===== src/rtl/mpu_pkg.sv =====
// Shared types, default dimensions and helpers for the MPU load/store controller.
// The bus widths below describe a 4x4 single-precision matrix register file.
package mpu_pkg;

   localparam int DEF_M               = 4;
   localparam int DEF_N               = 4;
   localparam int DEF_FPBITS          = 31;
   localparam int DEF_MBITS           = 2;
   localparam int DEF_NBITS           = 2;
   localparam int DEF_MATRIX_REG_BITS = 2;

   typedef enum logic [2:0] {
      ST_IDLE,
      ST_LOAD,
      ST_STORE,
      ST_ERR,
      ST_RELEASE
   } ldst_state_t;

   typedef enum logic {
      GRANT_LOAD,
      GRANT_STORE
   } ldst_grant_t;

   function automatic logic load_size_bad(input int m, input int n,
                                          input int m_max, input int n_max);
      return (m == 0) || (n == 0) || (m > m_max) || (n > n_max);
   endfunction

endpackage


===== src/rtl/mpu_ij_counter.sv =====
// Row-major (i, j) element walker shared by load and store streams.
// Column index j wraps at n and bumps row i; last flags the final element of m*n.
module mpu_ij_counter #(
   parameter int MW = 3,
   parameter int NW = 3,
   parameter int CW = 5
) (
   input  logic          clk,
   input  logic          rst,
   input  logic          clear,
   input  logic          en,
   input  logic [MW-1:0] m,
   input  logic [NW-1:0] n,
   output logic [MW-1:0] i,
   output logic [NW-1:0] j,
   output logic          last
);

   logic [CW-1:0] cnt;
   logic [CW-1:0] total;

   assign total = CW'(m) * CW'(n);
   assign last  = en && (cnt == total - CW'(1));

   // NOTE: sequential state uses <= so every flop samples pre-edge values.
   always_ff @(posedge clk) begin
      if (!rst || clear) begin
         cnt <= '0;
         i   <= '0;
         j   <= '0;
      end else if (en) begin
         cnt <= cnt + CW'(1);
         if (j == n - NW'(1)) begin
            j <= '0;
            i <= i + MW'(1);
         end else begin
            j <= j + NW'(1);
         end
      end
   end

endmodule


===== src/rtl/mpu_ldst_ctrl.sv =====
// Load/store streaming controller between memory and the matrix register file.
// Define MPU_LDST_RR_EN to alternate grants on simultaneous requests (else load wins).
module mpu_ldst_ctrl
   import mpu_pkg::*;
#(
   parameter int M               = DEF_M,
   parameter int N               = DEF_N,
   parameter int FPBITS          = DEF_FPBITS,
   parameter int MBITS           = DEF_MBITS,
   parameter int NBITS           = DEF_NBITS,
   parameter int MATRIX_REG_BITS = DEF_MATRIX_REG_BITS
) (
   input  logic                       clk,
   input  logic                       rst,
   input  logic                       load_en,
   input  logic                       store_en,
   input  logic [MATRIX_REG_BITS:0]   mem_load_addr,
   input  logic [MATRIX_REG_BITS:0]   mem_store_addr,
   input  logic [MBITS:0]             mem_m_load_size,
   input  logic [NBITS:0]             mem_n_load_size,
   input  logic [FPBITS:0]            mem_load_element,
   output logic                       mem_load_ack,
   output logic                       mem_load_error,
   output logic                       mem_store_en,
   output logic [FPBITS:0]            mem_store_element,
   output logic [MBITS:0]             mem_m_store_size,
   output logic [NBITS:0]             mem_n_store_size,
   output logic                       reg_load_en,
   output logic [MATRIX_REG_BITS:0]   reg_load_addr,
   output logic [FPBITS:0]            reg_load_element,
   output logic [MBITS:0]             reg_i_load_loc,
   output logic [NBITS:0]             reg_j_load_loc,
   output logic [MBITS:0]             reg_m_load_size,
   output logic [NBITS:0]             reg_n_load_size,
   output logic                       reg_store_en,
   output logic [MATRIX_REG_BITS:0]   reg_store_addr,
   output logic [MBITS:0]             reg_i_store_loc,
   output logic [NBITS:0]             reg_j_store_loc,
   input  logic [FPBITS:0]            reg_store_element,
   input  logic [MBITS:0]             reg_m_store_size,
   input  logic [NBITS:0]             reg_n_store_size
);

   localparam int CW = $clog2(M * N) + 1;

   ldst_state_t state, next_state;
   ldst_grant_t last_grant;
   logic        grant_load, grant_store;
   logic        load_bad, store_empty;
   logic        ctr_en, ctr_last;
   logic [MBITS:0] ctr_i, m_bound;
   logic [NBITS:0] ctr_j, n_bound;

   assign load_bad    = load_size_bad(int'(mem_m_load_size), int'(mem_n_load_size), M, N);
   assign store_empty = (reg_m_store_size == '0) || (reg_n_store_size == '0);

   always_ff @(posedge clk) begin
      if (!rst) state <= ST_IDLE;
      else      state <= next_state;
   end

   // NOTE: every output is defaulted first so no path through the case infers a latch.
   always_comb begin
      next_state     = state;
      grant_load     = 1'b0;
      grant_store    = 1'b0;
      mem_load_ack   = 1'b0;
      mem_load_error = 1'b0;
      reg_store_en   = 1'b0;
      unique case (state)
         ST_IDLE: begin
            if (load_en && store_en) begin
`ifdef MPU_LDST_RR_EN
               grant_load = (last_grant == GRANT_STORE);
`else
               grant_load = 1'b1;
`endif
               grant_store = !grant_load;
            end else begin
               grant_load  = load_en;
               grant_store = store_en;
            end
            if (grant_load)       next_state = load_bad    ? ST_ERR     : ST_LOAD;
            else if (grant_store) next_state = store_empty ? ST_RELEASE : ST_STORE;
         end
         ST_LOAD: begin
            mem_load_ack = 1'b1;
            if (ctr_last) next_state = ST_RELEASE;
         end
         ST_STORE: begin
            reg_store_en = 1'b1;
            if (ctr_last) next_state = ST_RELEASE;
         end
         ST_ERR: begin
            mem_load_error = 1'b1;
            next_state     = ST_RELEASE;
         end
         ST_RELEASE: begin
            // The requester must drop the enable it was granted before anything new starts.
            if (last_grant == GRANT_LOAD ? !load_en : !store_en) next_state = ST_IDLE;
         end
         default: next_state = ST_IDLE;
      endcase
   end

   assign ctr_en  = mem_load_ack | reg_store_en;
   assign m_bound = (state == ST_STORE) ? mem_m_store_size : reg_m_load_size;
   assign n_bound = (state == ST_STORE) ? mem_n_store_size : reg_n_load_size;

   mpu_ij_counter #(
      .MW(MBITS + 1),
      .NW(NBITS + 1),
      .CW(CW)
   ) u_ij_counter (
      .clk  (clk),
      .rst  (rst),
      .clear(!ctr_en),
      .en   (ctr_en),
      .m    (m_bound),
      .n    (n_bound),
      .i    (ctr_i),
      .j    (ctr_j),
      .last (ctr_last)
   );

   assign reg_i_store_loc   = ctr_i;
   assign reg_j_store_loc   = ctr_j;
   assign mem_store_element = mem_store_en ? reg_store_element : '0;

   always_ff @(posedge clk) begin
      if (!rst) begin
         last_grant       <= GRANT_STORE;
         reg_load_en      <= 1'b0;
         reg_load_addr    <= '0;
         reg_load_element <= '0;
         reg_i_load_loc   <= '0;
         reg_j_load_loc   <= '0;
         reg_m_load_size  <= '0;
         reg_n_load_size  <= '0;
         reg_store_addr   <= '0;
         mem_store_en     <= 1'b0;
         mem_m_store_size <= '0;
         mem_n_store_size <= '0;
      end else begin
         reg_load_en  <= mem_load_ack;
         mem_store_en <= reg_store_en;
         if (mem_load_ack) begin
            reg_load_element <= mem_load_element;
            reg_i_load_loc   <= ctr_i;
            reg_j_load_loc   <= ctr_j;
         end
         if (grant_load) begin
            last_grant      <= GRANT_LOAD;
            reg_load_addr   <= mem_load_addr;
            reg_m_load_size <= mem_m_load_size;
            reg_n_load_size <= mem_n_load_size;
         end
         if (grant_store) begin
            last_grant       <= GRANT_STORE;
            reg_store_addr   <= mem_store_addr;
            mem_m_store_size <= reg_m_store_size;
            mem_n_store_size <= reg_n_store_size;
         end
      end
   end

endmodule

===== config.mk =====
export PLATFORM = sky130hd
export DESIGN_NAME = mpu_ldst_ctrl
export DESIGN_NICKNAME = d
export VERILOG_FILES = /design/src/rtl/mpu_pkg.sv /design/src/rtl/mpu_ij_counter.sv /design/src/rtl/mpu_ldst_ctrl.sv
export SDC_FILE = /design/constraint.sdc
export NUM_CORES = 1
export LEC_CHECK = 0
export ABC_AREA = 1
export BUFFER_PORTS_ARGS = -buffer_cell sky130_fd_sc_hd__buf_2
export CAP_MARGIN = 20
export CORE_MARGIN = 1
export CORE_UTILIZATION = 45
export DETAILED_ROUTE_END_ITERATION = 10
export MAX_ROUTING_LAYER = met4
export PLACE_DENSITY_LB_ADDON = 0.08
export SYNTH_ARGS = -nofsm -noshare
export SYNTH_HDL_FRONTEND = slang
export SYNTH_SLANG_ARGS = --single-unit

===== constraint.sdc =====
create_clock -name clk -period 3.8 [get_ports clk]
set_input_delay 0.95 -clock clk [delete_from_list [all_inputs] [get_ports clk]]
set_output_delay 0.95 -clock clk [all_outputs]
set_load 0.1 [all_outputs]

Word level (Yosys, flattened, before mapping). Cells that the tools add are included.

Flip-flop bits (word level): 73.

$add $sub $neg: 5. $mul: 1. Eq/ne operators: 9. Mux-type cells: 21. Reductions and logical operators: 20. Bitwise operators: 2. $lt $le $gt $ge: 2.

Operators by type and width (number): 32-bit two-way mux (1); 3-bit two-way mux (8); 3-bit zero test (5); 3-bit case mux with 4 select lines (1); 1-bit two-way mux (10); 3-bit by 1-bit adder with 3-bit output, second input constant (2); 3-bit by 2-bit == test with 1-bit output, second input constant (2); 3-bit greater-than comparator, second input constant (2); 5-bit by 1-bit adder with 5-bit output, second input constant (1); 5-bit == test (1); 1-bit logical OR (5); 3-bit by 3-bit multiplier with 5-bit output (1); 5-bit by 1-bit subtractor with 5-bit output, second input constant (1); 1-bit zero test (4); 2-bit OR reduction (2); 3-bit by 1-bit == test with 1-bit output, second input constant (1); 3-bit == test (1); 3-bit == test, second input constant (1); 3-bit inequality test, second input constant (1); 3-bit AND reduction (1); 3-bit by 1-bit subtractor with 3-bit output, second input constant (1); 1-bit logical AND (2); 2-bit two-way mux (1); 2-bit by 1-bit inequality test with 1-bit output, second input constant (1); 4 further kinds (4).

Logic depth before layout (Yosys ltp).
Depth after elaboration: 8. Gate-level depth with buffers: 21. Mapped depth without buffers: 20.

Cells and area by module. From an unflattened synthesis, not the netlist that was laid out.

Cells, all modules: 525. Area total of the unflattened synthesis: 3588.4 sq um.

Modules (own cells, without submodules): mpu_ldst_ctrl (instances 1, cells an instance 383, area an instance 2643.8 sq um); mpu_ij_counter (instances 1, cells an instance 142, area an instance 944.7 sq um).

Least setup slack after synthesis. No wires, ideal clock.

Kind: register to register. Start point: register mem_n_store_size[2]. End point: register state[0]. Slack: 0.211 ns. Period minus slack after synthesis: 3.589 ns. Cell stages (with the launch flop): 15. Setup time: 0.115 ns. Data arrival time: 3.474 ns. Required time: 3.685 ns. Cell sequence: dfxtp_1 nand4_1 nand2_4 nand2_1 ha_1 fa_1 fa_1 xnor2_1 or2_2 nand3_1 nor2_2 nand3_2 nand2_4 a21oi_1 nor2_1.

Cells in the longest elaborated chain, start to end: 7.

RTL lines: from (decl) (line mpu_ldst_ctrl.sv:27) `output logic [NBITS:0] mem_n_store_size,`; from (signal assigned) (line mpu_ldst_ctrl.sv:162) `mem_n_store_size <= reg_n_store_size;`; 3-bit two-way mux (line mpu_ldst_ctrl.sv:108) `assign n_bound = (state == ST_STORE) ? mem_n_store_size : reg_n_load_size;`; 3-bit by 3-bit multiplier with 5-bit output (line mpu_ij_counter.sv:22) `assign total = CW'(m) * CW'(n);`; 5-bit by 1-bit subtractor with 5-bit output (line mpu_ij_counter.sv:23) `assign last = en && (cnt == total - CW'(1));`; 5-bit == test (line mpu_ij_counter.sv:23); 1-bit logical AND (line mpu_ij_counter.sv:23); 2-bit by 1-bit inequality test with 1-bit output (no source line); 3-bit AND reduction (no source line); to (signal assigned) (line mpu_ldst_ctrl.sv:59) `else state <= next_state;`; to (decl) (line mpu_ldst_ctrl.sv:46) `ldst_state_t state, next_state;`.

No other way between the ends. A chain may end at the register's enable or synchronous reset.

Worst setup path in the final report.
Start point: register state[2]. End point: register state[0].

Cells in the longest elaborated chain, start to end: 8.

RTL lines (line): 3-bit by 2-bit == test with 1-bit output (mpu_ldst_ctrl.sv:70, mpu_ldst_ctrl.sv:107, mpu_ldst_ctrl.sv:108); 3-bit two-way mux (on tied branches) (mpu_ldst_ctrl.sv:107, mpu_ldst_ctrl.sv:108); 3-bit by 3-bit multiplier with 5-bit output (mpu_ij_counter.sv:22); 5-bit by 1-bit subtractor with 5-bit output (mpu_ij_counter.sv:23); 5-bit == test (mpu_ij_counter.sv:23); 1-bit logical AND (mpu_ij_counter.sv:23); 2-bit by 1-bit inequality test with 1-bit output (no source line); 3-bit AND reduction (no source line).

Parallel ways exist; a longest one is shown, timed or not.

==> Flow_metrics.wiki <==
{| class="wikitable"
! Metric !! Value
|-
| Unrepaired setup endpoints after global routing || false
|-
| Number of synthesized register bits || 73
|-
| Primary FF master, synth || sky130_fd_sc_hd__dfxtp_1
|-
| Cts hold-fix bufs || 0
|-
| DR WL met2 || ~4200 µm
|-
| Register bank with the most flops || reg_load_element
|-
| Vias in the first global route || 3406
|-
| Fin worst setup slack || 0.384 ns
|-
| Number of nets in the layout || 765
|-
| Floorplan Core Area || 0.00737 mm²
|-
| Wire length per cell || about 12 µm
|-
| Number of distinct library cells after synthesis || 32
|-
| Syn-to-layout area delta || 33.8%
|-
| Total number of placement rows || 31
|-
| Number of synthesized flops with an enable pin || 0
|-
| Cts bufs inserted || 9
|-
| Max stage delay on crit path || 0.51 ns
|-
| Cell type with the largest total area after synthesis || sky130_fd_sc_hd__dfxtp_1
|-
| Final wirelength || ~9100 µm
|-
| Accumulated negative setup slack || 0 ns
|-
| Cell count of the worst hold path || 2
|-
| Ratio of cells with drive above 1 in the final layout || 33.2%
|-
| Design internal power || 0.00181 W
|-
| Starting density of the core || a little under half
|-
| Avg Synthesized Cell Area || 7.10 µm²
|-
| Regs by FF count || reg_load_element x32, u_ij_counter.cnt x5
|-
| Count of nets left with antenna violations after detail routing || 0
|-
| Number of vias per cell || 4.72
|-
| Largest net degree at the start of global routing || 41
|-
| Die footprint || ~0.0081 mm²
|-
| Critical register-to-register path startpoint || state[2]
|-
| First-pass GRT wire length || 15200 µm
|-
| Post-route clock period utilization || roughly nine tenths
|-
| Result of the run || finished, final reports clean
|-
| Slowest cell on the critical path || sky130_fd_sc_hd__fa_1
|-
| Clock buffer depth || 2
|-
| Cell Chain, Critical Path || inv_2, nand3_2, o21ai_1, nand2_1, ha_1, fa_1, fa_1, xnor2_1, nor2_1, nand3_1, nor2_2, nand3_2, nand2_4, nand3_1, nand2_1, nor2_1
|-
| Post-synthesis instance area || 0.00349 mm²
|-
| Clock share of power || 14.5%
|-
| Via total after detailed routing || 3637
|-
| Number of DRC violations after detailed routing || 0
|-
| Number of detailed-routing iterations run before antenna repair || 4
|-
| Max Clk Rate || 293 MHz
|-
| Tightest slew margin relative to the limit || 37.2%
|-
| Number of antenna violations at the first check in global routing || 0
|-
| Proportion of netlist area held by the largest area contributor || 41.9%
|-
| Share of synthesized flip-flops with an asynchronous set or reset || 0%
|-
| CP Launch Type || flip-flop
|-
| Hpwl dp || around 6800 µm
|-
| Syn Inst Count || 492
|-
| Switch Pwr || 0.00283 W
|-
| Sequential group share of total power || between 20% and 30%
|-
| Die span in x || 90.1 µm
|-
| Clock transition at the register clock pins on the worst setup and hold paths after CTS || roughly 0.08 ns
|-
| Slew @ Worst Pin || 0.940 ns
|-
| H-tree levels || 3
|-
| Number of hold-slack violations in the final timing report || 0
|-
| Antenna diode count || 0
|-
| Endpoint class of the critical path || flip-flop
|-
| Worst path required time || 4.03 ns
|-
| Total leakage power || 2.72 nW
|-
| Count of clock tree sinks || 73
|-
| Number of slew-limit violations in the final report || 0
|-
| Final Skew || 0.0114 ns
|-
| Max-cap violation count || 0
|-
| Setup WS pre-CTS || ~0.22 ns
|-
| Top sig layer || met4
|-
| Logic depth of the worst register-to-register path || 16
|-
| Gpl congestion || 0.809
|-
| Maximum fanout encountered on the critical timing path || 11
|-
| Clock network latency to the later pin of the worst-skew pair || 0.34 ns
|-
| Path category of the worst min-delay check || reg -> reg
|-
| Finished Core Util || 63.4%
|-
| Ranking of synthesized cells by area || sky130_fd_sc_hd__dfxtp_1 42%, sky130_fd_sc_hd__nor2_1 12%, sky130_fd_sc_hd__nand2_1 7.8%
|-
| Starting DRC count in detailed routing || 128
|-
| Number of warnings issued by yosys || 0
|-
| Aggregate global-route resource usage || about a quarter
|-
| CTS tree || yes
|-
| Critical path start-end classification || reg -> reg
|-
| Boundary Pins || ~190
|-
| Met1 layer wirelength in the final routing || ~4100 µm
|-
| Critical path arrival || ~3.7 ns
|-
| Routed length on met3 || about 650 µm
|-
| Sequential fraction of the synthesis area || a little over two fifths
|-
| Overall die height || 90.1 µm
|-
| Minimum clock period || 3.42 ns
|-
| Switching fraction of total power || 61.0%
|-
| Part of the power in combinational logic || between 60% and 70%
|-
| Flip-flop count of the largest register, all copies and words added || 32
|-
| Total congestion overflow after global routing || 0
|-
| Setup-failing EPs final || 0
|-
| Startpoint of the most critical setup path || state[2]
|-
| Power density relative to cell area || 993 mW/mm²
|-
| Beginning of the worst hold path || reg_load_addr[0]
|-
| Max VDD drop || 0.000630 V
|-
| Clock tree root driver cell || sky130_fd_sc_hd__clkbuf_8
|-
| Port buffer count || roughly 180
|-
| Number of nets in the synthesized netlist || between 500 and 600
|}
[through the flow]
step                cells  cell area, µm²  hold slack, ns  power, W
global placement      754            4450           0.447   0.00395
detailed placement    754            4450           0.454   0.00397
floorplan             492            3490           0.441   0.00356
finish                770            4670           0.466   0.00464
CTS                   770            4670           0.466   0.00465
global route          770            4670           0.492   0.00486
[layer usage]
layer,track usage (%),up-vias
li1,-,1890
met1,28.1,1584
met2,38.7,150
met3,4.74,13
met4,9.41,0
met5,-,-
[worst paths after layout]
kind,endpoint,slack (ns)
worst max register to register,state[0],0.38
worst max-delay path,state[0],0.38
worst min-delay path,reg_load_addr[0],0.47
worst min register to register,reg_load_addr[0],0.47
[synth_stat cells (2+ instances only)]
master / n
sky130_fd_sc_hd__nor2_1: 114
sky130_fd_sc_hd__dfxtp_1: 73
sky130_fd_sc_hd__nand2_1: 73
sky130_fd_sc_hd__inv_1: 58
sky130_fd_sc_hd__o21ai_0: 52
sky130_fd_sc_hd__a21oi_1: 21
sky130_fd_sc_hd__nand3_1: 19
sky130_fd_sc_hd__clkbuf_1: 16
sky130_fd_sc_hd__ha_1: 11
sky130_fd_sc_hd__nand4_1: 6
sky130_fd_sc_hd__xnor2_1: 6
sky130_fd_sc_hd__buf_2: 5
sky130_fd_sc_hd__nand2_2: 5
sky130_fd_sc_hd__inv_2: 4
sky130_fd_sc_hd__nand2_4: 4
sky130_fd_sc_hd__xor2_1: 4
sky130_fd_sc_hd__nand3_2: 3
sky130_fd_sc_hd__fa_1: 2
sky130_fd_sc_hd__or2_2: 2
sky130_fd_sc_hd__or3_1: 2
[power by group through the flow]
stage	logic, W	registers (W)	clock network (W)
3_5_place_dp	0.00283	0.00114	0
5_1_grt	0.00297	0.00117	0.000719
4_1_cts	0.00283	0.00113	0.000687
3_3_place_gp	0.00281	0.00114	0
6_report	0.00283	0.00114	0.000673
2_1_floorplan	0.00105	0.00251	0
[worst max-delay path, delay by kind of cell (launching register included)]
kind	cells	cell delay, ns
fa+ha+maj	3	1.31
simple gates	10	1.04
flops	1	0.39
xor+xnor	1	0.14
compound gates	1	0.29
buf+inv	1	0.13
[area by class of cell]
class,instances,area [µm²]
multi-input combinational,334,1690
inverter,62,233
clock buffer,12,145
tap,99,124
clock inverter,4,76.3
sequential,73,1460
fill,669,2700
timing repair buffer,186,936
[placed cells by master (no fill, tap or decap), types with 2 or more instances in the layout]
| cell | count |
|---|---|
| sky130_fd_sc_hd__buf_2 | 184 |
| sky130_fd_sc_hd__nor2_1 | 114 |
| sky130_fd_sc_hd__nand2_1 | 73 |
| sky130_fd_sc_hd__dfxtp_1 | 72 |
| sky130_fd_sc_hd__inv_1 | 58 |
| sky130_fd_sc_hd__o21ai_0 | 50 |
| sky130_fd_sc_hd__a21oi_1 | 21 |
| sky130_fd_sc_hd__nand3_1 | 19 |
| sky130_fd_sc_hd__ha_1 | 11 |
| sky130_fd_sc_hd__clkbuf_8 | 10 |
| sky130_fd_sc_hd__nand4_1 | 6 |
| sky130_fd_sc_hd__xnor2_1 | 6 |
| sky130_fd_sc_hd__nand2_2 | 5 |
| sky130_fd_sc_hd__inv_2 | 4 |
| sky130_fd_sc_hd__nand2_4 | 4 |
| sky130_fd_sc_hd__xor2_1 | 4 |
| sky130_fd_sc_hd__nand3_2 | 3 |
| sky130_fd_sc_hd__nor3_4 | 2 |
| sky130_fd_sc_hd__o21ai_1 | 2 |
| sky130_fd_sc_hd__or2_2 | 2 |
| sky130_fd_sc_hd__or3_1 | 2 |
| sky130_fd_sc_hd__fa_1 | 2 |
| sky130_fd_sc_hd__clkbuf_1 | 2 |
| sky130_fd_sc_hd__bufinv_16 | 2 |
| sky130_fd_sc_hd__buf_4 | 2 |
[cell families (layout without fill, tap and decap cells)]
family / after synthesis / in the layout / synth area share [%]
and+or+nand+nor: 234 / 234 / 29.1
buffers and inverters: 85 / 264 / 9.82
AOI/OAI and AO/OA: 76 / 76 / 11.1
DFF: 73 / 73 / 41.9
adders and majority gates: 13 / 13 / 5.09
xor gates and xnor gates: 11 / 11 / 2.97
[timing repair]
item	in CTS	in global routing
buffers inserted	0	0
setup endpoints to repair	0	3
gates resized for setup	0	3
endpoints found under the hold margin	0	0
(Power assumes the default switching activity.)
